==> config.mk <==
export PLATFORM = sky130hd
export DESIGN_NAME = smg_scan_decoder_flat
export DESIGN_NICKNAME = d
export VERILOG_FILES = /design/src/rtl/smg_pkg.sv /design/src/rtl/smg_scan_decoder_if.sv /design/src/rtl/smg_seg_decode.sv /design/src/rtl/smg_scan_decoder.sv /design/src/flat_wrapper.sv
export SDC_FILE = /design/constraint.sdc
export NUM_CORES = 1
export LEC_CHECK = 0
export ABC_CLOCK_PERIOD_IN_PS = 3500
export CORE_ASPECT_RATIO = 1.25
export CORE_MARGIN = 5
export CORE_UTILIZATION = 57
export CTS_CLUSTER_SIZE = 12
export DETAILED_ROUTE_END_ITERATION = 12
export GPL_TIMING_DRIVEN = 0
export PLACE_DENSITY = 0.79
export SLEW_MARGIN = 20
export SYNTH_ARGS = -nofsm -noshare
export SYNTH_HDL_FRONTEND = slang
export SYNTH_SLANG_ARGS = --single-unit
==> constraint.sdc <==
create_clock -name clk_1khz -period 3.5 [get_ports clk_1khz]
set_clock_uncertainty 0.1 [all_clocks]
set_input_delay 0.35 -clock clk_1khz [delete_from_list [all_inputs] [get_ports clk_1khz]]
set_output_delay 0.35 -clock clk_1khz [all_outputs]
set_load 0.01 [all_outputs]
==> src/rtl/smg_pkg.sv <==
// Shared definitions for the multiplexed 7-segment scan bus.
// The display driver and the scan monitor both use this package.
package smg_pkg;

    localparam logic [6:0] SEG_0 = 7'h3F;
    localparam logic [6:0] SEG_1 = 7'h06;
    localparam logic [6:0] SEG_2 = 7'h5B;
    localparam logic [6:0] SEG_3 = 7'h4F;
    localparam logic [6:0] SEG_4 = 7'h66;
    localparam logic [6:0] SEG_5 = 7'h6D;
    localparam logic [6:0] SEG_6 = 7'h7D;
    localparam logic [6:0] SEG_7 = 7'h07;
    localparam logic [6:0] SEG_8 = 7'h7F;
    localparam logic [6:0] SEG_9 = 7'h6F;

    localparam logic [1:0] SEL_ONES = 2'b10;
    localparam logic [1:0] SEL_TENS = 2'b01;

    // Decimal point carries no digit information.
    localparam logic [7:0] DP_MASK = 8'h80;

    typedef enum logic {
        S_SYNC = 1'b0,
        S_ONES = 1'b1
    } scan_state_t;

    function automatic logic [6:0] frame_value(input logic [3:0] tens, input logic [3:0] ones);
        return 7'(tens) * 7'd10 + 7'(ones);
    endfunction

endpackage

==> src/rtl/smg_scan_decoder_if.sv <==
// Scan bus between the 7-segment display driver (master) and its monitors (slave).
interface smg_scan_decoder_if;
    logic [1:0] smg_sig;
    logic [7:0] smg_data;

    modport master (output smg_sig, output smg_data);
    modport slave  (input  smg_sig, input  smg_data);
endinterface

==> src/rtl/smg_seg_decode.sv <==
// Combinational 7-segment pattern to decimal digit lookup; anything outside 0-9 is illegal.
module smg_seg_decode
    import smg_pkg::*;
(
    input  logic [6:0] pattern,
    output logic [3:0] digit,
    output logic       illegal
);

    always_comb begin
        digit   = 4'd0;
        illegal = 1'b0;
        case (pattern)
            SEG_0:   digit = 4'd0;
            SEG_1:   digit = 4'd1;
            SEG_2:   digit = 4'd2;
            SEG_3:   digit = 4'd3;
            SEG_4:   digit = 4'd4;
            SEG_5:   digit = 4'd5;
            SEG_6:   digit = 4'd6;
            SEG_7:   digit = 4'd7;
            SEG_8:   digit = 4'd8;
            SEG_9:   digit = 4'd9;
            default: illegal = 1'b1;
        endcase
    end

endmodule

==> src/rtl/smg_scan_decoder.sv <==
// Receive-side monitor for the 2-digit scan bus: decodes frames, debounces the value,
// flags illegal segment patterns and scan stall.
//   state  | meaning
//   S_SYNC | waiting for a ones digit to start a frame
//   S_ONES | ones digit held, waiting for the tens digit to complete the frame
module smg_scan_decoder
    import smg_pkg::*;
#(
    parameter int STABLE_FRAMES = 4,
    parameter int TIMEOUT_CYC   = 16
) (
    input  logic                clk_1khz,
    input  logic                rst,
    smg_scan_decoder_if.slave   scan,
    output logic [6:0]          value,
    output logic                value_valid,
    output logic                update,
    output logic                seg_err,
    output logic                timeout
);

    localparam logic [3:0] STABLE_N  = 4'(STABLE_FRAMES);
    localparam logic [7:0] TIMEOUT_N = 8'(TIMEOUT_CYC);

    scan_state_t state, state_n;
    logic [3:0]  ones, ones_n;
    logic [6:0]  cand, cand_n;
    logic [3:0]  stab_cnt, stab_n;
    logic [7:0]  stall_cnt, stall_n;
    logic [6:0]  value_n;
    logic        valid_n, update_n, seg_err_n, timeout_n;

    logic [6:0]  pattern;
    logic [3:0]  digit;
    logic        illegal;
    logic        sel_legal, sel_ones;
    logic [6:0]  frame;

    assign pattern   = 7'(scan.smg_data & ~DP_MASK);
    assign sel_ones  = (scan.smg_sig == SEL_ONES);
    assign sel_legal = sel_ones || (scan.smg_sig == SEL_TENS);
    assign frame     = frame_value(digit, ones);

    smg_seg_decode u_seg_decode (
        .pattern (pattern),
        .digit   (digit),
        .illegal (illegal)
    );

    always_ff @(posedge clk_1khz or negedge rst) begin
        if (!rst) begin
            state       <= S_SYNC;
            ones        <= 4'd0;
            cand        <= 7'd0;
            stab_cnt    <= 4'd0;
            stall_cnt   <= 8'd0;
            value       <= 7'd0;
            value_valid <= 1'b0;
            update      <= 1'b0;
            seg_err     <= 1'b0;
            timeout     <= 1'b0;
        end else begin
            state       <= state_n;
            ones        <= ones_n;
            cand        <= cand_n;
            stab_cnt    <= stab_n;
            stall_cnt   <= stall_n;
            value       <= value_n;
            value_valid <= valid_n;
            update      <= update_n;
            seg_err     <= seg_err_n;
            timeout     <= timeout_n;
        end
    end

    always_comb begin
        state_n   = state;
        ones_n    = ones;
        cand_n    = cand;
        stab_n    = stab_cnt;
        stall_n   = stall_cnt;
        value_n   = value;
        valid_n   = value_valid;
        timeout_n = timeout;
        update_n  = 1'b0;
        seg_err_n = 1'b0;

        if (sel_legal) begin
            stall_n   = 8'd0;
            timeout_n = 1'b0;
            if (illegal) begin
                // A legal select with garbage segments still proves the scan is alive.
                seg_err_n = 1'b1;
                state_n   = S_SYNC;
                stab_n    = 4'd0;
            end else if (sel_ones) begin
                ones_n  = digit;
                state_n = S_ONES;
            end else if (state == S_ONES) begin
                state_n = S_SYNC;
                if (frame == cand) begin
                    if (stab_cnt != STABLE_N)
                        stab_n = stab_cnt + 4'd1;
                end else begin
                    cand_n = frame;
                    stab_n = 4'd1;
                end
                if (stab_n == STABLE_N) begin
                    valid_n = 1'b1;
                    if ((value != cand_n) || !value_valid) begin
                        value_n  = cand_n;
                        update_n = 1'b1;
                    end
                end
            end
        end else begin
            if (stall_cnt != TIMEOUT_N)
                stall_n = stall_cnt + 8'd1;
            if (stall_n == TIMEOUT_N) begin
                timeout_n = 1'b1;
                valid_n   = 1'b0;
                state_n   = S_SYNC;
                stab_n    = 4'd0;
            end
        end
    end

endmodule

==> src/flat_wrapper.sv <==
// flat-port wrapper written by rule: the top's interface ports become plain ports
module smg_scan_decoder_flat import smg_pkg::*;
#(
    parameter int STABLE_FRAMES = 4,
    parameter int TIMEOUT_CYC   = 16
)
  (clk_1khz, rst, value, value_valid, update, seg_err, timeout, scan_smg_sig, scan_smg_data);
  smg_scan_decoder_if scan_i ();
  input  logic clk_1khz;
  input  logic rst;
  output logic [6:0] value;
  output logic value_valid;
  output logic update;
  output logic seg_err;
  output logic timeout;
  input wire logic [$bits(scan_i.smg_sig)-1:0] scan_smg_sig;
  input wire logic [$bits(scan_i.smg_data)-1:0] scan_smg_data;
  assign scan_i.smg_sig = scan_smg_sig;
  assign scan_i.smg_data = scan_smg_data;
  smg_scan_decoder #(.STABLE_FRAMES(STABLE_FRAMES), .TIMEOUT_CYC(TIMEOUT_CYC)) u_core (.clk_1khz(clk_1khz), .rst(rst), .scan(scan_i), .value(value), .value_valid(value_valid), .update(update), .seg_err(seg_err), .timeout(timeout));
endmodule
=== Yosys cells after proc, flatten, opt, wreduce, memory -nomap -nowiden ===
Index checks and enable logic that the tools add are counted.

* Register bits: 35
* Bits of input ports: 12
* Logic and storage cells: 88

* $add $sub $neg: 3
* Multipliers: 1
* Equality and inequality tests: 24
* Mux-type cells: 39
* Bitwise operators: 1
* Reduce and logical (&&, ||, !) cells: 10

{| class="wikitable"
|+ Operators by type and width
! kind !! number
|-
| $eq 7x7->1 const B || 7
|-
| $mux 4 || 11
|-
| $pmux 4 s9 || 1
|-
| $mux 7 || 5
|-
| $mux 8 || 3
|-
| $mux 1 || 19
|-
| $eq 7x3->1 const B || 2
|-
| $reduce_or 10->1 || 1
|-
| $add 8x1->8 const B || 1
|-
| $eq 8x5->1 const B || 1
|-
| $ne 8x5->1 const B || 1
|-
| $add 7x4->7 || 1
|-
| $eq 7x6->1 const B || 1
|-
| $eq 7x7->1 || 1
|-
| $ne 7x7->1 || 1
|-
| $mul 4x3->6 const B || 1
|-
| $ne 2x2->1 const B || 3
|-
| $reduce_and 3->1 || 2
|-
| $reduce_and 6->1 || 1
|-
| $reduce_and 5->1 || 1
|-
| $add 4x1->4 const B || 1
|-
| $eq 4x3->1 const B || 1
|-
| $ne 4x3->1 const B || 1
|-
| $reduce_and 4->1 || 1
|-
| other kinds (9) || 10
|}

=== Depth between registers and ports, before layout ===
* Depth after elaboration: 18
* Gate-level depth with buffers: 17
* Depth with buffers taken out: 15

=== Cells and area by module ===
A second synthesis with hierarchy kept.

* Cells, all modules: 241
* Area, all modules: 2419.8 µm²

{| class="wikitable"
|+ By module, submodules not included
! module !! instances !! cells an instance !! area each (µm²) !! seq. area each (µm²)
|-
| smg_scan_decoder || 1 || 207 || 2152.1 || 875.8
|-
| smg_seg_decode || 1 || 34 || 267.8 || 0.0
|}

=== Worst setup path before layout ===
Ideal clock, no wire load.

* Path type: input port to flip-flop
* From: input scan_smg_data[3]
* To: register u_core.value[4]
* Setup time: 0.125 ns
* Arrival time: 3.757 ns
* Required time: 3.275 ns
* Setup slack: -0.482 ns
* Stages: 15
* Buffers on the path: 2
* Cells stage by stage: buf_4 -> nor4_4 -> nand3_1 -> a21boi_0 -> ha_1 -> ha_1 -> fa_1 -> nand2_1 -> a21oi_1 -> xnor3_2 -> xnor2_2 -> nor4_2 -> buf_6 -> nand3_4 -> mux2_4

* Word-level cells in the longest chain between the ends: 13
* Elaborated cells between the ends (all ways): 29

{| class="wikitable"
|+ Ends and longest elaborated chain
! element !! line !! RTL
|-
| from (decl) || flat_wrapper.sv:17 || <nowiki>input wire logic [$bits(scan_i.smg_data)-1:0] scan_smg_data;</nowiki>
|-
| $eq 7x7->1 / $eq 7x3->1 (equally long branches) || smg_seg_decode.sv:13 || <nowiki>case (pattern)</nowiki>
|-
| $pmux 4 s9 * || smg_seg_decode.sv:13 ||
|-
| via u_core.digit[1] || smg_scan_decoder.sv:34 || <nowiki>logic [3:0] digit;</nowiki>
|-
| $mul 4x3->6 * || smg_pkg.sv:28 || <nowiki>return 7'(tens) * 7'd10 + 7'(ones);</nowiki>
|-
| $add 7x4->7 * || smg_pkg.sv:28 ||
|-
| $eq 7x7->1 || smg_scan_decoder.sv:101 || <nowiki>if (frame == cand) begin</nowiki>
|-
| $mux 7 || smg_scan_decoder.sv:101 ||
|-
| $mux 7 || smg_scan_decoder.sv:99 || <nowiki>end else if (state == S_ONES) begin</nowiki>
|-
| $mux 7 || smg_scan_decoder.sv:96 || <nowiki>end else if (sel_ones) begin</nowiki>
|-
| $mux 7 || smg_scan_decoder.sv:91 || <nowiki>if (illegal) begin</nowiki>
|-
| $mux 7 || smg_scan_decoder.sv:88 || <nowiki>if (sel_legal) begin</nowiki>
|-
| $ne 7x7->1 || smg_scan_decoder.sv:110 || <nowiki>if ((value != cand_n) || !value_valid) begin</nowiki>
|-
| $logic_or 1x1->1 || smg_scan_decoder.sv:110 ||
|-
| $reduce_and 6->1 (no line) || -- ||
|-
| to (signal assigned) || smg_scan_decoder.sv:68 || <nowiki>value <= value_n;</nowiki>
|-
| to (decl) || smg_scan_decoder.sv:15 || <nowiki>output logic [6:0] value,</nowiki>
|}

Mark *: on every way through the listed nets, which the timed path passes. The rest lies on a longest branch. The select of a mux whose other input is x is not followed.
A chain may end at the register's enable or synchronous reset.

=== Final worst setup path ===
* From: input scan_smg_data[1]
* To: register u_core.value[2]

The elaborated chain is that of the path after synthesis.

==> results.cfg <==
[run_status]
run_status = complete, no violations

[finish]
layout_common_cells = dfrtp_1 (35), buf_4 (29), nor2_1 (17)
n_antenna_cell = 0
area_delta_synth_final_pct = 31.1
stdcell_area_sq_um = 3170
finish.net_count = 316
drive_above_1_share_pct = 32.1
n_fill_cell = 259
final_common_cell = dfrtp_1
utilization_pct = 77.3

[logic_synthesis]
yosysSeqAreaShare_pct = 36.3
async_reset_ff_share_pct = 100
syn_avg_cell_area_sq_um = 10.2
synth_area_leader_cell = dfrtp_1
synth_top_area_share_pct = 36.3
ys_warn_count = 0
ys_types = 58
synth_edf_count = 0
ys_ff_latch = 35
synthTopCellsByArea = dfrtp_1 (36%), xnor2_1 (6.5%), mux2_2 (6.1%)
synth_nets = 261
syn_area_sq_um = 2410
synthCells = 237
synthFlopType = dfrtp_1

[grt]
grt_antenna_before_repair = 0
grt_usage_pct = 21.6
grt_pass1_wl_mm = 9.05
grt_pass1_vias = 2002
grt_overflow = 0
grt_max_degree = 31

[place]
placed_area_sq_um = 2690
dp_hpwl_mm = 3.46
io_buffers = 16
gp_congestion = 0.876
post-place-ws_ns = -1.10

[critical_path]
cp.required_ns = 3.58
worstReg2RegStart = u_core.ones[1]
crit_arrival_ns = 3.54
reg2reg_to = u_core.value[2]
r2r_cells = 9
worstSetupEndpointType = flop
reg2reg_slack_ns = 0.62
crit_fanout = 4
crit_type = in2reg
crit_start = scan_smg_data[1]
startpoint_type = input pin

[floorplanning]
die_width_um = 68.2
start_util_pct = 58.9
io_pins = 23
die_area_sq_um = 5650
fp-row-count = 26
fp.dieH_um = 82.8
core-area_sq_um = 4100

[route]
wl_met3_um = 178
drt_iter0_drc = 125
drt-met1-wl_mm = 2.39
firstDrtPassIters = 4
drc = 0
drtAntennaViolNets = 0
routed.top_layer = met4
routed_wl_mm = 5.53
wl_met2_mm = 2.79
via_per_inst = 5.58
via_count = 1947
wl_per_cell_um = 15.9

[pwr]
ir_worst_vdd_mv = 0.292
leakage_nw = 1.47
powerDensity_nw_per_um2 = 282

[clock_tree]
insertion_delay_ns = 0.29
h-tree-depth = 2
cts_buffers = 5
clk_pin_slew_ns = 0.07
cts_root_buf = clkbuf_8
clock-sinks = 35
cts_max_path_buffers = 2
cts_tree = yes

[hold_path]
hold_path_class = in2async

[timing]
setup_slack_ns = 0.0392
tns_ns = 0
maxSlewHeadroom_pct = 44.2
rsz0062_at_grt = yes
fmax_mhz = 289
min_period_over_period_pct = 98.9
setup_viol = 0
slew_violations = 0
worst_slew_pin_slew_ns = 0.829
period_needed_ns = 3.46
hold_viol = 0

[run]
maxCapViolCount = 0
-- layer usage --
layer	global-route usage (%)	up-vias
met4	7.55	0
met5	0	-
met2	38.3	46
met1	25.3	933
met3	4.85	16
li1	-	952
-- stage by stage --
stage	hold WS, ns	power [mW]	std cells
after global routing	0.325	0.934	349
after global placement	0.377	0.557	309
after floorplan	-0.0456	0.521	237
final	0.314	0.893	349
after detailed placement	0.0927	0.561	310
after CTS	0.321	0.877	344
-- registers in the layout (all words and copies together) (netlist names) --
signal	cells
u_core.value_valid	1
u_core.cand	7
u_core.stall_cnt	8
u_core.update	1
u_core.value	7
u_core.timeout	1
u_core.stab_cnt	4
u_core.state	1
u_core.ones	4
u_core.seg_err	1
-- cells by family after synthesis --
family / count (synthesis) / synth area share (%)
simple gates: 84 / 21.5
compound gates: 35 / 10.2
flops: 35 / 36.3
xor+xnor: 29 / 11.8
buf+inv: 23 / 4.66
mux: 19 / 8.76
fa+ha+maj: 12 / 6.84
-- critical path, stage by stage --
cell      delay (ns)
buf_12          0.10
nand4b_1        0.23
o21ai_4         0.11
nand3_2         0.11
a21boi_4        0.20
ha_4            0.23
ha_4            0.15
fa_2            0.54
nand2_2         0.06
a21oi_2         0.10
xnor3_2         0.32
xnor2_2         0.16
nor4_2          0.22
nand4_1         0.16
buf_6           0.20
mux2_4          0.29
-- how the worst max path moves through the flow --
stage                 endpoint  slack [ns]  cells after the start
3_5_place_dp   u_core.value[0]       -1.10                     15
6_report       u_core.value[2]        0.04                     16
5_1_grt         u_core.ones[1]       -0.12                     22
2_1_floorplan  u_core.value[0]       -0.21                     14
3_3_place_gp   u_core.value[0]       -0.99                     15
4_1_cts        u_core.value[0]       -0.01                     15
-- layout make-up --
class,count,area [sq um],area share [%]
well taps,56,70.1,2.21
clock inverters,2,12.5,0.395
plain buffers,12,121,3.83
flip-flops and latches,35,876,27.7
inverters,10,37.5,1.19
multi-input cells,179,1560,49.1
repair buffers,49,422,13.3
clock buffers,6,72.6,2.29
-- synthesized netlist by cell type, drive strengths merged, types with 6 or more instances --
cell and number:
dfrtp 35, nand4 8, mux2 14, and3 6, ha 10, nand3 14, a21oi 10, nand2 10
xor2 8, nor2 19, buf 8, inv 10, xnor2 20
-- power by group --
part | internal (mW) | switching (mW) | leakage, nW
Clock | 0.139 | 0.155 | 0.0412
Combinational | 0.0858 | 0.0895 | 0.959
Sequential | 0.414 | 0.00976 | 0.469
Total | 0.639 | 0.254 | 1.47
-- what timing repair did --
action | 4_1_cts | 5_1_grt
setup endpoints to repair | 13 | 17
buffers inserted | 25 | 6
cloned | 0 | 0
resized for setup | 28 | 12
hold endpoints to repair | 5 | 0
pin swaps | 12 | 11
hold buffers | 1 | 0
(Power assumes the default switching activity.)
